### config.mk
export PLATFORM = sky130hd
export DESIGN_NAME = seg_scan_ctrl_flat
export DESIGN_NICKNAME = d
export VERILOG_FILES = /design/src/rtl/seg_scan_if.sv /design/src/rtl/seg_scan_ctrl.sv /design/src/flat_wrapper.sv
export SDC_FILE = /design/constraint.sdc
export NUM_CORES = 1
export LEC_CHECK = 0
export ABC_AREA = 1
export BUFFER_PORTS_ARGS = -buffer_cell sky130_fd_sc_hd__buf_2
export CORE_ASPECT_RATIO = 1.4
export CORE_MARGIN = 2
export CORE_UTILIZATION = 36
export CTS_BUF_LIST = sky130_fd_sc_hd__clkbuf_2 sky130_fd_sc_hd__clkbuf_4 sky130_fd_sc_hd__clkbuf_8
export DETAILED_ROUTE_END_ITERATION = 7
export PLACE_DENSITY = 0.62
export SLEW_MARGIN = 20
export SYNTH_ARGS = -nofsm -noshare
export SYNTH_HDL_FRONTEND = slang
export SYNTH_SLANG_ARGS = --single-unit
### constraint.sdc
create_clock -name clk -period 2 [get_ports clk]
set_clock_uncertainty 0.05 [all_clocks]
set_input_delay 0.1 -clock clk [delete_from_list [all_inputs] [get_ports clk]]
set_output_delay 0.1 -clock clk [all_outputs]
set_load 0.01 [all_outputs]
### src/rtl/seg_scan_if.sv
// Display-side bundle for the seven-segment scan controller: value/strobe inputs,
// the loop out to the external hex decoder, and the registered display drive.
interface seg_scan_if #(
  parameter int NUM_DIGITS = 4
);
  logic [4*NUM_DIGITS-1:0] value_in;
  logic                    load;
  logic [NUM_DIGITS-1:0]   dp_in;
  logic                    lz_en;
  logic [3:0]              nibble_out;
  logic [6:0]              seg_in;
  logic [6:0]              seg_out;
  logic [NUM_DIGITS-1:0]   an_out;
  logic                    dp_out;
  logic                    frame_tick;

  modport master (
    output value_in, load, dp_in, lz_en, seg_in,
    input  nibble_out, seg_out, an_out, dp_out, frame_tick
  );

  modport slave (
    input  value_in, load, dp_in, lz_en, seg_in,
    output nibble_out, seg_out, an_out, dp_out, frame_tick
  );
endinterface

### src/rtl/seg_scan_ctrl.sv
// Time-multiplexed common-anode seven-segment scanner with inter-digit blanking,
// leading-zero suppression, decimal points and frame-boundary value updates.
module seg_scan_ctrl #(
  parameter int NUM_DIGITS     = 4,
  parameter int CLKS_PER_DIGIT = 1000,
  parameter int BLANK_CLKS     = 16
) (
  input logic      clk,
  input logic      rst,
  seg_scan_if.slave bus
);
  localparam int MAXC = (CLKS_PER_DIGIT > BLANK_CLKS) ? CLKS_PER_DIGIT : BLANK_CLKS;
  localparam int CW   = $clog2(MAXC + 1);
  localparam int IW   = (NUM_DIGITS > 1) ? $clog2(NUM_DIGITS) : 1;

  typedef enum logic {BLANK, ON} state_t;

  state_t                  state, state_nx;
  logic [CW-1:0]           cnt, cnt_nx;
  logic [IW-1:0]           idx, idx_nx;
  logic [4*NUM_DIGITS-1:0] disp, shadow;
  logic                    pending;
  logic                    boundary;
  logic                    upper_nz;
  logic                    suppress;
  logic [NUM_DIGITS-1:0]   an_sel;

  always_ff @(posedge clk or posedge rst) begin
    if (rst) begin
      state <= BLANK;
      cnt   <= '0;
      idx   <= '0;
    end else begin
      state <= state_nx;
      cnt   <= cnt_nx;
      idx   <= idx_nx;
    end
  end

  // The frame boundary is the final ON cycle of the last digit.
  always_comb begin
    state_nx = state;
    cnt_nx   = cnt + CW'(1);
    idx_nx   = idx;
    boundary = 1'b0;
    if (state == BLANK) begin
      if (cnt == CW'(BLANK_CLKS - 1)) begin
        state_nx = ON;
        cnt_nx   = '0;
      end
    end else begin
      if (cnt == CW'(CLKS_PER_DIGIT - 1)) begin
        state_nx = BLANK;
        cnt_nx   = '0;
        if (idx == IW'(NUM_DIGITS - 1)) begin
          idx_nx   = '0;
          boundary = 1'b1;
        end else begin
          idx_nx = idx + IW'(1);
        end
      end
    end
  end

  // Loads park in the shadow; disp only moves at the boundary so a frame never tears.
  always_ff @(posedge clk or posedge rst) begin
    if (rst) begin
      disp    <= '0;
      shadow  <= '0;
      pending <= 1'b0;
    end else if (boundary) begin
      if (bus.load)
        disp <= bus.value_in;
      else if (pending)
        disp <= shadow;
      pending <= 1'b0;
    end else if (bus.load) begin
      shadow  <= bus.value_in;
      pending <= 1'b1;
    end
  end

  assign bus.nibble_out = disp[4*idx +: 4];
  assign an_sel         = ~(NUM_DIGITS'(1) << idx);

  // A digit is blanked when it and every more significant nibble are zero.
  always_comb begin
    upper_nz = 1'b0;
    for (int j = 0; j < NUM_DIGITS; j++) begin
      if (j >= int'(idx) && disp[4*j +: 4] != 4'h0)
        upper_nz = 1'b1;
    end
    suppress = bus.lz_en && (idx != '0) && !upper_nz;
  end

  always_ff @(posedge clk or posedge rst) begin
    if (rst) begin
      bus.an_out     <= '1;
      bus.seg_out    <= 7'h7F;
      bus.dp_out     <= 1'b1;
      bus.frame_tick <= 1'b0;
    end else begin
      bus.frame_tick <= boundary;
      bus.an_out     <= '1;
      bus.seg_out    <= 7'h7F;
      bus.dp_out     <= 1'b1;
      if (state == ON) begin
        if (!suppress) begin
          bus.an_out  <= an_sel;
          bus.seg_out <= bus.seg_in;
          bus.dp_out  <= ~bus.dp_in[idx];
        end else if (bus.dp_in[idx]) begin
          bus.an_out <= an_sel;
          bus.dp_out <= 1'b0;
        end
      end
    end
  end
endmodule

### src/flat_wrapper.sv
// flat-port wrapper written by rule: the top's interface ports become plain ports
module seg_scan_ctrl_flat 
#(
  parameter int NUM_DIGITS     = 4,
  parameter int CLKS_PER_DIGIT = 1000,
  parameter int BLANK_CLKS     = 16
)
  (clk, rst, bus_value_in, bus_load, bus_dp_in, bus_lz_en, bus_seg_in, bus_nibble_out, bus_seg_out, bus_an_out, bus_dp_out, bus_frame_tick);
  seg_scan_if #(.NUM_DIGITS(NUM_DIGITS)) bus_i ();
  input logic clk;
  input logic rst;
  input wire logic [$bits(bus_i.value_in)-1:0] bus_value_in;
  input wire logic [$bits(bus_i.load)-1:0] bus_load;
  input wire logic [$bits(bus_i.dp_in)-1:0] bus_dp_in;
  input wire logic [$bits(bus_i.lz_en)-1:0] bus_lz_en;
  input wire logic [$bits(bus_i.seg_in)-1:0] bus_seg_in;
  output wire logic [$bits(bus_i.nibble_out)-1:0] bus_nibble_out;
  output wire logic [$bits(bus_i.seg_out)-1:0] bus_seg_out;
  output wire logic [$bits(bus_i.an_out)-1:0] bus_an_out;
  output wire logic [$bits(bus_i.dp_out)-1:0] bus_dp_out;
  output wire logic [$bits(bus_i.frame_tick)-1:0] bus_frame_tick;
  assign bus_i.value_in = bus_value_in;
  assign bus_i.load = bus_load;
  assign bus_i.dp_in = bus_dp_in;
  assign bus_i.lz_en = bus_lz_en;
  assign bus_i.seg_in = bus_seg_in;
  assign bus_nibble_out = bus_i.nibble_out;
  assign bus_seg_out = bus_i.seg_out;
  assign bus_an_out = bus_i.an_out;
  assign bus_dp_out = bus_i.dp_out;
  assign bus_frame_tick = bus_i.frame_tick;
  seg_scan_ctrl #(.NUM_DIGITS(NUM_DIGITS), .CLKS_PER_DIGIT(CLKS_PER_DIGIT), .BLANK_CLKS(BLANK_CLKS)) u_core (.clk(clk), .rst(rst), .bus(bus_i));
endmodule
* After elaboration in Yosys (flattened, before gate mapping)
Cells that the tools add are included.
** Cells by class
- Eq/ne operators :: 3
- Add/sub/neg operators :: 2
- Magnitude comparators :: 4
- Reduce and logical (&&, ||, !) cells :: 16
- Mux-type cells :: 28
- Shift-type cells :: 2
- Bitwise operators :: 3
** Operators with widths (number)
- 16-bit two-way mux :: 2
- 10-bit two-way mux :: 3
- 1-bit two-way mux :: 16
- 4-bit nonzero test :: 4
- 16-bit by 5-bit variable part select with 4-bit output :: 1
- 7-bit two-way mux :: 2
- 4-bit two-way mux :: 3
- 10-bit by 1-bit adder with 10-bit output (second input constant) :: 1
- 10-bit equality test (second input constant) :: 1
- 10-bit by 4-bit equality test with 1-bit output (second input constant) :: 1
- 2-bit AND reduction :: 3
- 2-bit nonzero test :: 3
- 1-bit logical AND :: 5
- 1-bit by 2-bit greater-or-equal comparator with 1-bit output (first input constant) :: 2
- 4-bit NOT :: 1
- 1-bit by 2-bit left shift with 4-bit output (first input constant) :: 1
- 2-bit by 3-bit < comparator with 1-bit output (second input constant) :: 1
- 2-bit by 1-bit adder with 2-bit output (second input constant) :: 1
- 1-bit binary-select mux with 2-bit select :: 1
- 2-bit equality test (second input constant) :: 1
- 2-bit greater-or-equal comparator (first input constant) :: 1
- 2-bit two-way mux :: 1
- 1-bit NOT :: 2
- 1-bit logical NOT :: 1
** Storage, ports and cells
- Input bits :: 31
- Logic and storage cells :: 68
- Output and inout port bits :: 17
- Flip-flop bits (word level) :: 59

* Depth between registers and ports, before layout
Gate-level depths: netlist (run 1).
- Word-level depth :: 10
- Gate-level depth with buffers :: 11
- Mapped depth without buffers :: 9

* Worst setup path before layout (run 1)
OpenSTA, ideal clock, no wires.
- Path kind :: register -> register
- Start point :: register u_core.idx[0]
- End point :: register u_core.bus.seg_out[0]
- Setup time :: 84 ps
- Path buffers :: 2
- Clock period less this slack :: 1889 ps
- Arrival time :: 1755 ps
- Data required time :: 1866 ps
- Slack :: 111 ps
- Cell stages (with the launch flop) :: 11
- Cell sequence :: dfrtp_1 clkbuf_1 inv_1 buf_1 ha_1 nor2_1 nand2_1 nor2_1 nand3_1 nand2_1 or2_2
** On the way
- Longest elaborated chain between the ends :: 10
- Elaborated cells on any way between the ends :: 16
- Those cells by class :: order compare: 3; mux: 6; reduce/logical: 7
** RTL lines
- start, declared :: line seg_scan_ctrl.sv:20 : logic [IW-1:0] idx, idx_nx;
- start signal, assigned :: line seg_scan_ctrl.sv:36 : idx <= idx_nx;
- 1-bit by 2-bit greater-or-equal comparator with 1-bit output :: line seg_scan_ctrl.sv:90 : if (j >= int'(idx) && disp[4*j +: 4] != 4'h0)
- 1-bit logical AND :: line seg_scan_ctrl.sv:90
- 1-bit two-way mux (4 in a row) :: line seg_scan_ctrl.sv:90
- 1-bit logical NOT :: line seg_scan_ctrl.sv:93 : suppress = bus.lz_en && (idx != '0) && !upper_nz;
- 1-bit logical AND * :: line seg_scan_ctrl.sv:93
- 7-bit two-way mux * :: line seg_scan_ctrl.sv:108 : if (!suppress) begin
- 7-bit two-way mux * :: line seg_scan_ctrl.sv:107 : if (state == ON) begin
- end signal, assigned :: line seg_scan_ctrl.sv:110 : bus.seg_out <= bus.seg_in;
- end, declared :: line seg_scan_if.sv:24 : output nibble_out, seg_out, an_out, dp_out, frame_tick
Mark *: on every way between the ends. The rest lies on a longest branch, timed or not.
A chain may end at the register's enable or synchronous reset.

* Final worst setup path (run 1)
- Start point :: register u_core.idx[1]
- End point :: output bus_nibble_out[2]
** On the way
- Longest elaborated chain between the ends :: 1
** RTL lines
- 16-bit by 5-bit variable part select with 4-bit output :: line seg_scan_ctrl.sv:83 : assign bus.nibble_out = disp[4*idx +: 4];
- end, declared :: line flat_wrapper.sv:17 : output wire logic [$bits(bus_i.nibble_out)-1:0] bus_nibble_out;
Every way passes these cells.

==> flow_metrics.py, run 1 <==
metrics = {
    "status": {
        "status": "completed",
    },
    "global_route": {
        "grt_max_degree": 60,
        "grt_first_pass_wirelength_um": 11790,
        "grt_pass1_vias": 2615,
        "gr-usage-all-layers": 0.1640,
        "antenna_found_initial": 0,
        "grt-ovfl-total": 0,
    },
    "sta": {
        "max_freq_ghz": 0.5419,
        "worstMarginPinSlew_ps": 419.4,
        "drv_slew": 0,
        "setup_viol": 0,
        "finalCritPeriodShare": 0.9226,
        "slew_headroom": 0.7198,
        "hold-worst-slack_ps": 129.3,
        "rsz0062_at_grt": "false",
        "hold_viol": 0,
        "setup-tns-final_ps": 0,
        "timing.final.crit_period_ps": 1845,
    },
    "synthesis": {
        "yosysUniqueCellTypes": 28,
        "synth_top_area_frac": 0.3783,
        "netlist_area_mm2": 0.003109,
        "ys.flop_type": "dfrtp_1",
        "synth_cells": 403,
        "synth_area_leader_cell": "dfrtp_1",
        "yosys-top-cells-count": "112 x nand2_1, 66 x inv_1, 47 x dfrtp_1",
        "synth.most_common_cell": "nand2_1",
        "yosysSeqAreaShare": 0.4797,
        "synth_area_per_cell_um2": 7.715,
        "yosys_warnings": 0,
        "ys_seq_elements": 59,
        "async_flop_share": 1.000,
        "synthesis.nets": 440,
        "synth_edf_count": 0,
        "synthTopCellsByArea": "dfrtp_1 38%, nand2_1 14%, dfstp_2 10%, inv_1 8.0%, o21ai_0 4.3%",
    },
    "layout": {
        "antenna_cells": 0,
        "fin_area_mm2": 0.004009,
        "syn_to_final_growth_pct": 28.93,
        "final_nets": 518,
        "multiInputGateArea_mm2": 0.001280,
        "drive_gt1_frac": 0.2263,
        "fillers": 861,
        "seq_area_mm2": 0.001491,
    },
    "clocking": {
        "cts-htree-levels": 3,
        "clock-root-buffer": "clkbuf_8",
        "cts.sinks": 59,
        "clk_pin_slew_ps": 70,
        "cts_buffers": 9,
        "insertion_delay_ps": 340,
        "cts_tree": "built",
        "clock_path_buffers": 2,
    },
    "placed_design": {
        "portBuffers": 47,
        "place_area_mm2": 0.003466,
        "place.gp.congestion": 0.8388,
        "dp_hpwl_um": 4698,
    },
    "worst_hold_path": {
        "hold_class": "input port to flop",
    },
    "die": {
        "ios": 48,
        "rows": 40,
        "die_y_um": 114.0,
        "initial_core_util": 0.3654,
        "core_mm2": 0.008508,
        "fp.dieW_um": 82.55,
        "die_area_mm2": 0.009407,
    },
    "worst_setup_path": {
        "arrival_ps": 1700,
        "start_kind": "flop",
        "cp_max_fo": 8,
        "required_ps": 1850,
        "critPathKind": "flop to output pin",
        "endpoint_kind": "output pin",
    },
    "detailed_routing": {
        "ant_nets": 0,
        "routed_via_density": 4.484,
        "first_pass_iters": 4,
        "drt-initial-drc-count": 69,
        "drcViolationCount": 0,
        "wire_per_inst_um": 11.20,
        "via_count": 2650,
        "wl_um": 6619,
    },
    "power": {
        "irDropWorstVdd_mv": 0.5546,
        "leakage_nw": 2.146,
        "power_density_mw_per_mm2": 724.2,
        "power_mw": 2.903,
    },
    "flow_run": {
        "maxCapViolCount": 0,
    },
}
## layer usage
layer | GRT usage | part of all wire | routed length (µm) | up-vias
met5 | 0 | 0 | 0 | -
met4 | 0.06885 | 0.019 | 125 | 0
met3 | 0.03956 | 0.039 | 261 | 9
met2 | 0.2699 | 0.49 | 3276 | 50
met1 | 0.2024 | 0.45 | 2956 | 1194
li1 | - | - | - | 1397
## final cells by class
class                   count  share of cell area
inverters                  69             0.06461
flip-flops and latches     59              0.3720
multi-input cells         260              0.3193
clock buffers               9             0.03090
clock inverters             7             0.03496
well taps                 105             0.03277
repair buffers             82              0.1454
## per-stage QoR
stage / worst slack, ps / util / instances
after floorplan: 111.1 / - / 403
after global placement: 237.4 / 0.4074 / 548
after detailed placement: 197.8 / 0.4074 / 548
after CTS: 54.05 / 0.4690 / 590
after global routing: 12.71 / 0.4712 / 591
final: 154.7 / 0.4712 / 591
## worst max-delay path, cell delays in order, from the launching register on
cell and delay, ps:
dfrtp_1 450, clkinv_1 180, buf_4 200, o21ai_0 70, a21oi_1 70, a21oi_1 220, buf_2 180
## sequential cells by signal, indices dropped and copies added, names as in the netlist, 2 cells and up
name,flops
u_core.bus.seg_out,7
u_core.idx,2
u_core.shadow,16
u_core.cnt,10
u_core.bus.an_out,4
u_core.disp,16
## power by group
group | switching [mW] | total (mW) | leakage, nW | internal, mW
Combinational | 0.103 | 0.205 | 1.37 | 0.101
Sequential | 0.0181 | 1.25 | 0.651 | 1.24
Clock | 0.493 | 1.44 | 0.125 | 0.951
Total | 0.614 | 2.90 | 2.15 | 2.29
## timing repair
action | CTS | global route
buffers inserted | 0 | 1
hold endpoints to repair | 71 | 0
hold buffers | 26 | 0
setup endpoints to repair | 0 | 5
resized for setup | 0 | 5
## final timing paths
| path | start | endpoint | slack [ps] | cells after the start |
|---|---|---|---|---|
| min in group asynchronous | rst | u_core.cnt[1] | 300 | 4 |
| hold reg to reg | u_core.cnt[0] | u_core.cnt[0] | 410 | 1 |
| setup reg to reg | u_core.idx[0] | u_core.bus.an_out[1] | 160 | 9 |
| max in group asynchronous | rst | u_core.bus.an_out[1] | 1280 | 4 |
| hold / removal | bus_load | u_core.shadow[14] | 130 | 3 |
| setup / recovery | u_core.idx[1] | bus_nibble_out[2] | 150 | 6 |
## kinds of logic (layout without fill, tap and decap cells)
logic type | after synthesis | after routing | synth area share
buffers and inverters | 84 | 167 | 0.1099
AO/OA/AOI/OAI | 41 | 41 | 0.06680
XOR/XNOR | 2 | 2 | 0.005635
adder cells (fa/ha/maj) | 6 | 6 | 0.02414
AND/OR/NAND/NOR | 211 | 211 | 0.3139
flip-flops | 59 | 59 | 0.4797
## cells in the final DEF, fill, tap and decap left out, types with 2 or more instances in the layout
master and n:
o21ai_0 25, bufinv_16 4, or2_2 7, buf_4 6
a21oi_1 12, nand3_1 25, dfrtp_1 47, ha_1 6
buf_6 2, clkinvlp_4 2, inv_1 65, buf_2 47
nand2_1 112, o21ai_1 2, xor2_1 2, clkbuf_8 9
dfstp_2 12, nand4_1 17, nand2_2 10, clkinv_1 2
nor2_1 32, dlygate4sd3_1 26, inv_2 2, nand2_4 2
Note: power is estimated with default switching activity, not from simulation.
==> inputs of run 2 (changes only) <==
--- a/config.mk
+++ b/config.mk
@@ -7,7 +7,7 @@
 export LEC_CHECK = 0
 export ABC_AREA = 1
 export BUFFER_PORTS_ARGS = -buffer_cell sky130_fd_sc_hd__buf_2
-export CORE_ASPECT_RATIO = 1.4
+export CORE_ASPECT_RATIO = 1.75
 export CORE_MARGIN = 2
 export CORE_UTILIZATION = 36
 export CTS_BUF_LIST = sky130_fd_sc_hd__clkbuf_2 sky130_fd_sc_hd__clkbuf_4 sky130_fd_sc_hd__clkbuf_8
==> run 2 against run 1 <==
Against the previous run: via count up 1.5%; flip-flop and latch count unchanged; global-route usage up 0.40 points; first-iteration DRC count up 77%; total power down 12%.
==> flow_metrics.py, run 2 (synthesis results as in run 1) <==
metrics = {
    "status": {
        "status": "completed",
    },
    "placed_design": {
        "dp.cells": 560,
        "dp_slack_ps": 196.6,
        "portBuffers": 47,
        "place.gp.congestion": 0.8682,
        "dp_hpwl_um": 5131,
    },
    "die": {
        "die_area_mm2": 0.009425,
        "ios": 48,
        "fp.dieW_um": 74.25,
        "core_mm2": 0.008368,
        "rows": 44,
        "die_y_um": 126.9,
        "initial_core_util": 0.3716,
    },
    "worst_setup_path": {
        "critPathKind": "flop to output pin",
        "arrival_ps": 1790,
        "cp_max_fo": 16,
        "required_ps": 1850,
        "endpoint_kind": "output pin",
        "start_kind": "flop",
    },
    "sta": {
        "setup_viol": 0,
        "timing.final.crit_period_ps": 1942,
        "finalCritPeriodShare": 0.9710,
        "setup-tns-final_ps": 0,
        "rsz0062_at_grt": "false",
        "max_freq_ghz": 0.5150,
        "setup_ws_ps": 58.09,
        "drv_slew": 0,
        "worstMarginPinSlew_ps": 443.9,
        "hold_viol": 0,
        "slew_headroom": 0.7041,
    },
    "global_route": {
        "gr-usage-all-layers": 0.1680,
        "grt-ovfl-total": 0,
        "grt_max_degree": 36,
        "antenna_found_initial": 0,
        "grt_pass1_vias": 2755,
        "grt_first_pass_wirelength_um": 12100,
    },
    "layout": {
        "antenna_cells": 0,
        "fin_util": 0.4708,
        "layout_common_cells": "112 x nand2_1, 65 x inv_1, 47 x buf_2",
        "reg_top3": "u_core.disp: 16 flops, u_core.shadow: 16 flops, u_core.cnt: 10 flops",
        "final_cells": 602,
        "drive_gt1_frac": 0.2300,
        "syn_to_final_growth_pct": 26.72,
        "fillers": 863,
        "final_nets": 519,
        "layout_commonest_cell": "nand2_1",
    },
    "detailed_routing": {
        "drt-initial-drc-count": 122,
        "routed_via_density": 4.470,
        "wire_per_inst_um": 11.60,
        "first_pass_iters": 4,
        "via_count": 2691,
        "wl_um": 6986,
        "ant_nets": 0,
        "drcViolationCount": 0,
    },
    "clocking": {
        "clock-root-buffer": "clkbuf_8",
        "clock_path_buffers": 2,
        "cts_tree": "built",
        "cts_buffers": 9,
        "insertion_delay_ps": 350,
        "post-cts-setup-buffers": 0,
        "cts.sinks": 59,
        "clk_pin_slew_ps": 70,
        "cts-htree-levels": 3,
    },
    "power": {
        "irDropWorstVdd_mv": 0.3151,
        "leakage_nw": 2.117,
        "power_density_mw_per_mm2": 649.5,
    },
    "flow_run": {
        "maxCapViolCount": 0,
    },
    "worst_hold_path": {
        "hold_class": "input port to flop",
    },
}
==> run 2: path summary, 6_finish.rpt <==
path	end	slack [ps]	start	depth (start not counted)
worst max-delay path	bus_nibble_out[1]	60	u_core.idx[0]	7
max in group asynchronous	u_core.bus.seg_out[1]	1200	rst	4
worst max register to register	u_core.bus.dp_out	180	u_core.idx[0]	7
worst min register to register	u_core.cnt[0]	410	u_core.cnt[0]	1
worst min-delay path	u_core.shadow[10]	110	bus_load	3
min in group asynchronous	u_core.shadow[13]	300	rst	4
==> run 2: worst max-delay path, cell delays in order, from the launching register on <==
cell	delay, ps
dfrtp_2	450
buf_4	170
inv_1	70
buf_4	200
o21ai_0	100
a21oi_1	220
a21oi_1	90
buf_2	150
==> run 2: routing by layer <==
| layer | GRT usage | vias to the layer above | routed length (µm) |
|---|---|---|---|
| met5 | 0 | - | 0 |
| met4 | 0.1261 | 0 | 290 |
| met3 | 0.02383 | 17 | 222 |
| met2 | 0.2904 | 47 | 3680 |
| met1 | 0.1766 | 1223 | 2793 |
| li1 | - | 1404 | - |
==> run 2: final cells by class <==
| type | count | area (µm²) | share of cell area |
|---|---|---|---|
| inverters | 69 | 259.0 | 0.06574 |
| clock inverters | 5 | 52.55 | 0.01334 |
| well taps | 115 | 143.9 | 0.03652 |
| flip-flops and latches | 59 | 1493 | 0.3788 |
| repair buffers | 83 | 570.5 | 0.1448 |
| clock buffers | 11 | 145.1 | 0.03684 |
| multi-input cells | 260 | 1276 | 0.3239 |
==> run 2: repair_timing <==
action / CTS / global route
gates resized for setup: 0 / 2
hold endpoints to repair: 71 / 0
endpoints found under the setup margin: 0 / 8
hold buffers: 26 / 0
==> run 2: metrics by stage <==
stage	hold slack [ps]	area, µm²	total power, mW
after floorplan	161.9	3109	1.380
after global placement	124.8	3481	1.440
after detailed placement	131.6	3481	1.445
after CTS	90.10	3939	2.592
after global routing	138.3	3940	2.672
final	105.8	3940	2.559
==> run 2: power breakdown <==
group,leakage (nW),switching [mW],internal (mW),total [mW]
clock network,0.103,0.484,0.616,1.10
logic,1.37,0.103,0.0998,0.203
registers,0.649,0.0188,1.24,1.26
